===== config.mk =====
export PLATFORM = sky130hd
export DESIGN_NAME = sram8t_arbiter
export DESIGN_NICKNAME = d
export VERILOG_FILES = /design/src/rtl/sram8t_pkg.sv /design/src/rtl/sram8t_rr_arb.sv /design/src/rtl/sram8t_arbiter.sv
export SDC_FILE = /design/constraint.sdc
export NUM_CORES = 1
export LEC_CHECK = 0
export BUFFER_PORTS_ARGS = -buffer_cell sky130_fd_sc_hd__buf_2
export CORE_MARGIN = 2
export CORE_UTILIZATION = 45
export DETAILED_ROUTE_END_ITERATION = 12
export PLACE_DENSITY_LB_ADDON = 0.25
export SLEW_MARGIN = 20
export SYNTH_ARGS = -nofsm -noshare
export SYNTH_HDL_FRONTEND = slang
export SYNTH_SLANG_ARGS = --single-unit

===== constraint.sdc =====
create_clock -name clk -period 2 [get_ports clk]
set_input_delay 0.2 -clock clk [delete_from_list [all_inputs] [get_ports clk]]
set_output_delay 0.2 -clock clk [all_outputs]
set_load 0.02 [all_outputs]

===== src/rtl/sram8t_pkg.sv =====
// sram8t_pkg: shared types and defaults for the two-requester SRAM arbiter.
//   DefAddrWidth / DefDataWidth : default SRAM address and word widths
//   state_e                     : controller FSM states (idle, command, read wait)
package sram8t_pkg;

    localparam int unsigned DefAddrWidth = 4;
    localparam int unsigned DefDataWidth = 8;

    typedef enum logic [1:0] {
        StIdle   = 2'd0,
        StCmd    = 2'd1,
        StRdWait = 2'd2
    } state_e;

endpackage


===== src/rtl/sram8t_rr_arb.sv =====
// sram8t_rr_arb: two-way round-robin grant with a priority pointer.
// Ports:
//   clk    in   rising-edge clock
//   rst    in   synchronous active-high reset (priority returns to requester 0)
//   valid  in   [1:0] request present per requester
//   enable in   a grant may be issued this cycle
//   grant  out  [1:0] one-hot grant, zero when disabled or nothing is valid
// A grant is always taken by the requester it is issued to, so the pointer
// moves on every non-zero grant.
module sram8t_rr_arb (
    input  logic       clk,
    input  logic       rst,
    input  logic [1:0] valid,
    input  logic       enable,
    output logic [1:0] grant
);

    // Index of the requester that wins when both are valid.
    logic prio_q, prio_d;

    always_comb begin
        grant = 2'b00;
        if (enable) begin
            case (valid)
                2'b01:   grant = 2'b01;
                2'b10:   grant = 2'b10;
                2'b11:   grant = prio_q ? 2'b10 : 2'b01;
                default: grant = 2'b00;
            endcase
        end
    end

    // The requester not granted this time gets priority next time.
    always_comb begin
        prio_d = prio_q;
        if (|grant) begin
            prio_d = ~grant[1];
        end
    end

    always_ff @(posedge clk) begin
        if (rst) begin
            prio_q <= 1'b0;
        end else begin
            prio_q <= prio_d;
        end
    end

endmodule


===== src/rtl/sram8t_arbiter.sv =====
// sram8t_arbiter: serialises two requesters onto one single-port SRAM with a
// registered read port. Writes complete in 2 cycles, reads in 3.
// Ports:
//   clk, rst                    clock and synchronous active-high reset
//   req_valid/req_we [1:0]      per-requester request and op (1 = write)
//   req_addr0/1, req_wdata0/1   per-requester address and write data
//   req_ready [1:0]             one-hot accept strobe (only in idle)
//   rsp_valid/rsp_id/rsp_we     registered one-cycle completion pulse
//   rsp_rdata                   registered read data, held between reads
//   sram_cs/re/we, sram_addr, sram_din, sram_dout   SRAM interface
// Optional: define SRAM8T_ARB_STATS_EN to add stat_cnt0/stat_cnt1, saturating
// per-requester counts of accepted requests.
module sram8t_arbiter
    import sram8t_pkg::*;
#(
    parameter int unsigned ADDR_WIDTH = DefAddrWidth,
    parameter int unsigned DATA_WIDTH = DefDataWidth
) (
    input  logic                  clk,
    input  logic                  rst,
    input  logic [1:0]            req_valid,
    input  logic [1:0]            req_we,
    input  logic [ADDR_WIDTH-1:0] req_addr0,
    input  logic [ADDR_WIDTH-1:0] req_addr1,
    input  logic [DATA_WIDTH-1:0] req_wdata0,
    input  logic [DATA_WIDTH-1:0] req_wdata1,
    output logic [1:0]            req_ready,
    output logic                  rsp_valid,
    output logic                  rsp_id,
    output logic                  rsp_we,
    output logic [DATA_WIDTH-1:0] rsp_rdata,
    output logic                  sram_cs,
    output logic                  sram_re,
    output logic                  sram_we,
    output logic [ADDR_WIDTH-1:0] sram_addr,
    output logic [DATA_WIDTH-1:0] sram_din,
    input  logic [DATA_WIDTH-1:0] sram_dout
`ifdef SRAM8T_ARB_STATS_EN
    ,
    output logic [15:0]           stat_cnt0,
    output logic [15:0]           stat_cnt1
`endif
);

    state_e                state_q, state_d;
    logic [ADDR_WIDTH-1:0] addr_q, addr_d;
    logic [DATA_WIDTH-1:0] din_q, din_d;
    logic                  we_q, we_d;
    logic                  id_q, id_d;
    logic                  rsp_valid_q, rsp_valid_d;
    logic                  rsp_id_q, rsp_id_d;
    logic                  rsp_we_q, rsp_we_d;
    logic [DATA_WIDTH-1:0] rsp_rdata_q, rsp_rdata_d;

    logic [1:0] grant;
    logic       sel;

    sram8t_rr_arb u_rr_arb (
        .clk    (clk),
        .rst    (rst),
        .valid  (req_valid),
        .enable (state_q == StIdle && !rst),
        .grant  (grant)
    );

    // Grants only go to valid requesters, so any grant is an acceptance.
    assign req_ready = grant;
    assign sel       = grant[1];

    always_comb begin
        state_d     = state_q;
        addr_d      = addr_q;
        din_d       = din_q;
        we_d        = we_q;
        id_d        = id_q;
        rsp_valid_d = 1'b0;
        rsp_id_d    = rsp_id_q;
        rsp_we_d    = rsp_we_q;
        rsp_rdata_d = rsp_rdata_q;
        unique case (state_q)
            StIdle: begin
                if (|grant) begin
                    addr_d  = sel ? req_addr1 : req_addr0;
                    din_d   = sel ? req_wdata1 : req_wdata0;
                    we_d    = req_we[sel];
                    id_d    = sel;
                    state_d = StCmd;
                end
            end
            StCmd: begin
                if (we_q) begin
                    state_d     = StIdle;
                    rsp_valid_d = 1'b1;
                    rsp_we_d    = 1'b1;
                    rsp_id_d    = id_q;
                end else begin
                    state_d = StRdWait;
                end
            end
            StRdWait: begin
                // The only place sram_dout is sampled: it is driven here.
                state_d     = StIdle;
                rsp_valid_d = 1'b1;
                rsp_we_d    = 1'b0;
                rsp_id_d    = id_q;
                rsp_rdata_d = sram_dout;
            end
            default: state_d = StIdle;
        endcase
    end

    always_ff @(posedge clk) begin
        if (rst) begin
            state_q     <= StIdle;
            addr_q      <= '0;
            din_q       <= '0;
            we_q        <= 1'b0;
            id_q        <= 1'b0;
            rsp_valid_q <= 1'b0;
            rsp_id_q    <= 1'b0;
            rsp_we_q    <= 1'b0;
            rsp_rdata_q <= '0;
        end else begin
            state_q     <= state_d;
            addr_q      <= addr_d;
            din_q       <= din_d;
            we_q        <= we_d;
            id_q        <= id_d;
            rsp_valid_q <= rsp_valid_d;
            rsp_id_q    <= rsp_id_d;
            rsp_we_q    <= rsp_we_d;
            rsp_rdata_q <= rsp_rdata_d;
        end
    end

    assign sram_cs   = (state_q == StCmd);
    assign sram_we   = sram_cs & we_q;
    assign sram_re   = sram_cs & ~we_q;
    assign sram_addr = addr_q;
    assign sram_din  = din_q;

    assign rsp_valid = rsp_valid_q;
    assign rsp_id    = rsp_id_q;
    assign rsp_we    = rsp_we_q;
    assign rsp_rdata = rsp_rdata_q;

`ifdef SRAM8T_ARB_STATS_EN
    logic [15:0] cnt0_q, cnt1_q;

    always_ff @(posedge clk) begin
        if (rst) begin
            cnt0_q <= 16'd0;
            cnt1_q <= 16'd0;
        end else begin
            if (grant[0] && cnt0_q != 16'hFFFF) cnt0_q <= cnt0_q + 16'd1;
            if (grant[1] && cnt1_q != 16'hFFFF) cnt1_q <= cnt1_q + 16'd1;
        end
    end

    assign stat_cnt0 = cnt0_q;
    assign stat_cnt1 = cnt1_q;
`endif

endmodule


==> results of run 1 <==
logic make-up (layout without fill, tap and decap cells):
kind of cell,Yosys count,count (layout),share of synthesized area
AND/OR/NAND/NOR,63,63,0.219
flip-flops,28,28,0.427
AO/OA/AOI/OAI,21,21,0.163
buffers and inverters,13,79,0.0687
multiplexers,11,11,0.0840
adder cells (fa/ha/maj),4,4,0.0382
layer usage:
layer	routed length, microns	track usage
met1	1160	0.210
met2	1450	0.313
met3	175	0.0379
met4	17	0.0598
met5	0	0
area by class of cell:
| cell class | count | area, sq um | share of cell area |
|---|---|---|---|
| Multi-Input combinational cell | 99 | 661 | 0.385 |
| Sequential cell | 28 | 561 | 0.327 |
| Timing Repair Buffer | 71 | 383 | 0.223 |
| Tap cell | 31 | 38.8 | 0.0226 |
| Clock inverter | 1 | 30.0 | 0.0175 |
| Clock buffer | 3 | 22.5 | 0.0131 |
| Inverter | 4 | 20.0 | 0.0117 |
sequential cells by signal (all words and copies together) (netlist names):
name and flops:
state_q 2, sram_addr 4, u_rr_arb.prio_q 1, rsp_valid 1, id_q 1, rsp_rdata 8, we_q 1, rsp_we 1
rsp_id 1, sram_din 8
worst paths after layout:
check | startpoint | end | slack, ps | cells past startpoint
worst max-delay path | state_q[0]$_SDFFE_PP0P_ | req_ready[1] | 130 | 6
worst min-delay path | sram_dout[5] | rsp_rdata[5]$_SDFFE_PP0P_ | 100 | 3
worst max register to register | state_q[0]$_SDFFE_PP0P_ | sram_din[6]$_SDFFE_PP0P_ | 350 | 7
worst min register to register | id_q$_SDFFE_PP0P_ | id_q$_SDFFE_PP0P_ | 500 | 2
critical path, cell delays in order (launching register included):
cell,delay (ps)
dfxtp_1,350
inv_1,110
ha_1,220
nor2b_4,210
nand3_4,140
clkinv_4,130
buf_2,170
what timing repair did:
item,4_1_cts,5_1_grt
endpoints found under the setup margin,1,1
pin swaps,0,1
gates resized for setup,1,0
buffers inserted,0,4
synthesized netlist by cell type:
library cell | instances | area share
dfxtp_1 | 28 | 0.43
nand2_1 | 27 | 0.077
nor2_1 | 27 | 0.077
mux2i_1 | 11 | 0.084
a311oi_2 | 9 | 0.10
a21oi_1 | 5 | 0.019
a311oi_1 | 5 | 0.033
buf_2 | 4 | 0.015
ha_1 | 4 | 0.038
inv_1 | 3 | 0.0086
buf_6 | 2 | 0.017
nand2b_1 | 2 | 0.0095
nor2_2 | 2 | 0.0095
nor2b_4 | 2 | 0.021
o21ai_0 | 2 | 0.0076
and2_1 | 1 | 0.0048
buf_12 | 1 | 0.015
buf_4 | 1 | 0.0057
clkbuf_1 | 1 | 0.0029
clkinv_2 | 1 | 0.0038
nand3_4 | 1 | 0.013
nor3b_1 | 1 | 0.0057
stage by stage:
step                      area [sq um]  instances  setup slack (ps)  total power (W)  hold slack, ps
after global routing              1720        237             0.134          0.00164            91.6
after global placement            1630        229               394          0.00118             437
after CTS                         1690        233              18.8          0.00156            95.7
after detailed placement          1630        229               287          0.00119             445
final                             1720        237               131          0.00155             103
after floorplan                   1310        140               505          0.00106             316
cells in the final DEF, fill, tap and decap left out:
cell type / count
nand3_4: 1
a311oi_2: 9
nand2_1: 27
o21ai_0: 2
buf_4: 5
nor2b_4: 2
clkbuf_4: 3
buf_2: 65
clkinv_4: 1
nor2_1: 27
nand2b_1: 2
buf_12: 1
bufinv_16: 1
a21oi_1: 5
nor3b_1: 1
dfxtp_1: 28
mux2i_1: 11
inv_1: 3
ha_1: 4
and2_1: 1
nor2_2: 2
a311oi_1: 5
power breakdown:
group          leakage, nW  switching [W]  total (W)  internal, W
combinational        0.563       0.000304   0.000525     0.000221
sequential           0.229      0.0000400   0.000667     0.000627
clock               0.0279       0.000159   0.000361     0.000203
total                0.821       0.000503    0.00155      0.00105
==> results by group, run 1 <==
Global routing
  • Total grt overflow: 0
  • Largest net degree at the start of global routing: 27
  • Vias in the first global route: approximately 1,100
  • First-pass GRT wire length: approximately 4.6 mm
  • Initial antenna violation count: 0
  • Tot GR Track Use: 0.177

STA
  • Final setup vio count: 0
  • Worst slew pin tran: 560 ps
  • RSZ-0062 raised after global routing: no
  • Crit path time final: ~1900 ps
  • Clk_skew: ~4.6 ps
  • Max Slew Vio Count: 0
  • Tcrit/Tclk final: 0.934
  • Setup TNS: 0 ps
  • Achievable clock frequency: ~0.54 GHz
  • Slew headroom: 0.627
  • Hold Fails Final Rpt: 0

Route
  • Iter 0 DRT Violations: 44
  • Wire per inst: ~12 microns
  • Pre-Repair DR Iteration Count: 4
  • Final ANT Viol Nets: 0
  • Via count: between 1,000 and 1,500
  • Vias per std cell: approximately 5.1
  • Total routed wirelength: between 2 and 3 mm
  • DR DRC count: 0

CTS
  • Clk pin slew, worst setup/hold paths: roughly 150 ps
  • Clock tree buffer depth: 2
  • Clk sinks: 28
  • Hold_buf cts: 0
  • Max H-tree Level: 1
  • CTS tree: done
  • CTS root buf: clkbuf_4
  • CTS Buf Count: 3
  • Clk Latency, worst-skew pair: approximately 320 ps

Placement
  • Post-DP HPWL: 2.14 mm
  • RD Place Congestion: approximately 0.7
  • I/O Buffers: 65

Critical path
  • Critical-path maximum fanout: 14
  • Setup Crit Path Kind: flop to primary output
  • Crit end category: primary output
  • Worst endpoint required time: about 1800 ps
  • CP arrival: 1670 ps
  • Worst setup SP type: flop

Die
  • Die height: 58.0 microns
  • Num rows: 19
  • Core Box Area: 0.00276 sq mm
  • Initial Utilization: 0.475
  • Die Width: around 58 microns
  • Boundary Pins: 66
  • Die area: 0.00336 sq mm

Synth
  • Syn Area/Cell: 9.37 sq um
  • Synth Instances: 140
  • Register bit count reported by yosys: 28
  • Mapped Area: between 0.001 and 0.0015 sq mm
  • Synth warn: 0
  • Syn_nets: 182
  • Synth unique cells: 22
  • Post-synthesis sequential area ratio: 0.427

Final layout
  • Filler cells: about 250
  • Layout area overhead: 30.8%
  • Fraction of layout instances using a drive strength above 1: 0.437
  • Final nets: around 250
  • Final Core Density: 0.622
  • N_diodes: 0

Flow run
  • Max_cap viols: 0

Power
  • Maximum VDD drop: about 0.62 mV
  • LEAKAGE: 0.821 nW
  • PwrDens: 906 mW/mm^2

Min path
  • HP Class: input pin to flop

Run status
  • Outcome: finished, final reports clean
Power figures use the tool's default switching activity.
==> inputs of run 2 (changes only) <==
--- a/config.mk
+++ b/config.mk
@@ -10,6 +10,7 @@
 export CORE_UTILIZATION = 45
 export DETAILED_ROUTE_END_ITERATION = 12
 export PLACE_DENSITY_LB_ADDON = 0.25
+export REMOVE_ABC_BUFFERS = 1
 export SLEW_MARGIN = 20
 export SYNTH_ARGS = -nofsm -noshare
 export SYNTH_HDL_FRONTEND = slang
==> run 2 against run 1 <==
Critical path depth unchanged. Core utilization down 0.54 points. Register-to-register slack about the same. First-iteration DRC count down 55%. Final cell count shrank 0.84%. Sequential share of layout area increased by 0.29 points. Global-route usage shrank 0.46 points. Setup slack improved by 22 ps. Power hardly changed. Clock-buffer cell count unchanged. Hold slack improved by 1.9 ps. Final area shrank 0.88%. Critical endpoint is now req_ready[0]. Largest cell class unchanged. Largest power group unchanged.
==> results by group, run 2 (synthesized netlist as in run 1, its figures left out) <==
Critical path
  • Crit end category: primary output
  • Worst endpoint required time: ~1800 ps
  • Critical-path maximum fanout: 4
  • CP arrival: 1650 ps
  • Setup Crit Path Kind: flop to primary output
  • R2R cell count: 7
  • Worst setup SP type: flop

Flow run
  • Max_cap viols: 0

CTS
  • Clk pin slew, worst setup/hold paths: 150 ps
  • CTS root buf: clkbuf_4
  • CTS tree: done
  • Clk Latency, worst-skew pair: about 320 ps
  • CTS Buf Count: 3
  • Hold_buf cts: 0
  • Clk sinks: 28
  • Clock tree buffer depth: 2
  • Max H-tree Level: 1

Global routing
  • Initial antenna violation count: 0
  • Largest net degree at the start of global routing: 27
  • Tot GR Track Use: 0.172
  • Total grt overflow: 0
  • Vias in the first global route: between 1,000 and 1,500
  • First-pass GRT wire length: roughly 4.5 mm

STA
  • Tcrit/Tclk final: 0.923
  • Hold Fails Final Rpt: 0
  • Worst slew pin tran: 567 ps
  • Hold slack final: approximately 110 ps
  • Slew headroom: 0.622
  • Clk_skew: around 1.5 ps
  • RSZ-0062 raised after global routing: no
  • Max Slew Vio Count: 0
  • Crit path time final: around 1800 ps
  • Setup TNS: 0 ps
  • Achievable clock frequency: around 0.54 GHz
  • Final setup vio count: 0

Die
  • Die height: 58.0 microns
  • Boundary Pins: 66
  • Num rows: 19
  • Core Box Area: 0.00276 sq mm
  • Die Width: between 50 and 60 microns
  • Initial Utilization: 0.475
  • Die area: between 0.003 and 0.004 sq mm

Route
  • Wire per inst: 12.0 microns
  • Iter 0 DRT Violations: 20
  • DR DRC count: 0
  • Via count: ~1,200
  • Pre-Repair DR Iteration Count: 4
  • Final ANT Viol Nets: 0
  • Total routed wirelength: between 2 and 3 mm
  • Vias per std cell: about 5

Placement
  • Placed inst area: 0.00163 sq mm
  • RD Place Congestion: slightly below 0.8
  • I/O Buffers: 65
  • Post-DP HPWL: around 2.2 mm

Final layout
  • Filler cells: 253
  • Layout area overhead: 29.7%
  • Multi-input logic area: 661 sq um
  • Most common library cell in the layout ignoring fill and taps: buf_2
  • Fin area: around 0.0017 sq mm
  • N_diodes: 0
  • Sequential cell area: 561 sq um
  • Final nets: ~250
  • Final Core Density: 0.617
  • Most frequent cells in the layout: buf_2, dfxtp_1, nor2_1, nand2_1, mux2i_1
  • Fraction of layout instances using a drive strength above 1: 0.431

Power
  • Comb pwr share: 0.335
  • Net switching power: 0.000507 W
  • Clock group share of total power: 0.235
  • Total chip power: about 0.0016 W
  • Reg power frac: 0.430
  • Switching portion of total power: 0.326
  • Maximum VDD drop: 0.589 mV
  • LEAKAGE: 0.812 nW
  • Internal power: ~0.0010 W
  • PwrDens: just over 900 mW/mm^2

Run status
  • Outcome: finished, final reports clean

Min path
  • WHS Path Cells: 3
  • HP Class: input pin to flop
## run 2: cell types whose count changed in the layout (fill, tap and decap cells not counted)
cell	previous run	this run
buf_4	5	3
## run 2: final timing paths
kind | from | endpoint | slack (ps)
worst max-delay path | state_q[0]$_SDFFE_PP0P_ | req_ready[0] | 150
worst min-delay path | sram_dout[2] | rsp_rdata[2]$_SDFFE_PP0P_ | 110
worst max register to register | state_q[0]$_SDFFE_PP0P_ | sram_addr[1]$_SDFFE_PP0P_ | 360
worst min register to register | id_q$_SDFFE_PP0P_ | id_q$_SDFFE_PP0P_ | 490
## run 2: critical path, stage by stage, from the launching register on
cell     delay, ps
dfxtp_1        350
inv_1          110
ha_1           220
nor2b_4        200
nand2_1         60
a21oi_1        170
buf_2          200
## run 2: repair_timing
action,4_1_cts,5_1_grt
setup endpoints to repair,1,1
gates resized for setup,1,0
setup buffers,0,2
pin swaps,0,1
## run 2: power groups by stage
stage	logic (W)	registers [W]	clock network, W
3_3_place_gp	0.000504	0.000676	0
4_1_cts	0.000522	0.000668	0.000374
3_5_place_dp	0.000516	0.000680	0
6_report	0.000520	0.000668	0.000366
2_1_floorplan	0.000280	0.000739	0
5_1_grt	0.000569	0.000677	0.000403
## run 2: final cells by class
| type | instances | share of cell area |
|---|---|---|
| sequential | 28 | 0.330 |
| clock buffer | 3 | 0.0132 |
| inverter | 4 | 0.0118 |
| clock inverter | 1 | 0.0177 |
| timing repair buffer | 69 | 0.216 |
| tap | 31 | 0.0228 |
| multi-input combinational | 99 | 0.389 |
## run 2: metal layers
metal / share of wire / GRT usage / vias to the layer above
met5: 0 / 0 / -
met4: 0.0060 / 0.0731 / 0
met3: 0.075 / 0.0357 / 2
met2: 0.48 / 0.286 / 46
met1: 0.44 / 0.216 / 519
li1: - / - / 603
## run 2: per-stage QoR
| stage | cells | setup slack [ps] |
|---|---|---|
| CTS | 233 | 39.4 |
| global route | 235 | 12.1 |
| detailed placement | 229 | 316 |
| global placement | 229 | 386 |
| finish | 235 | 154 |
| floorplan | 131 | 328 |
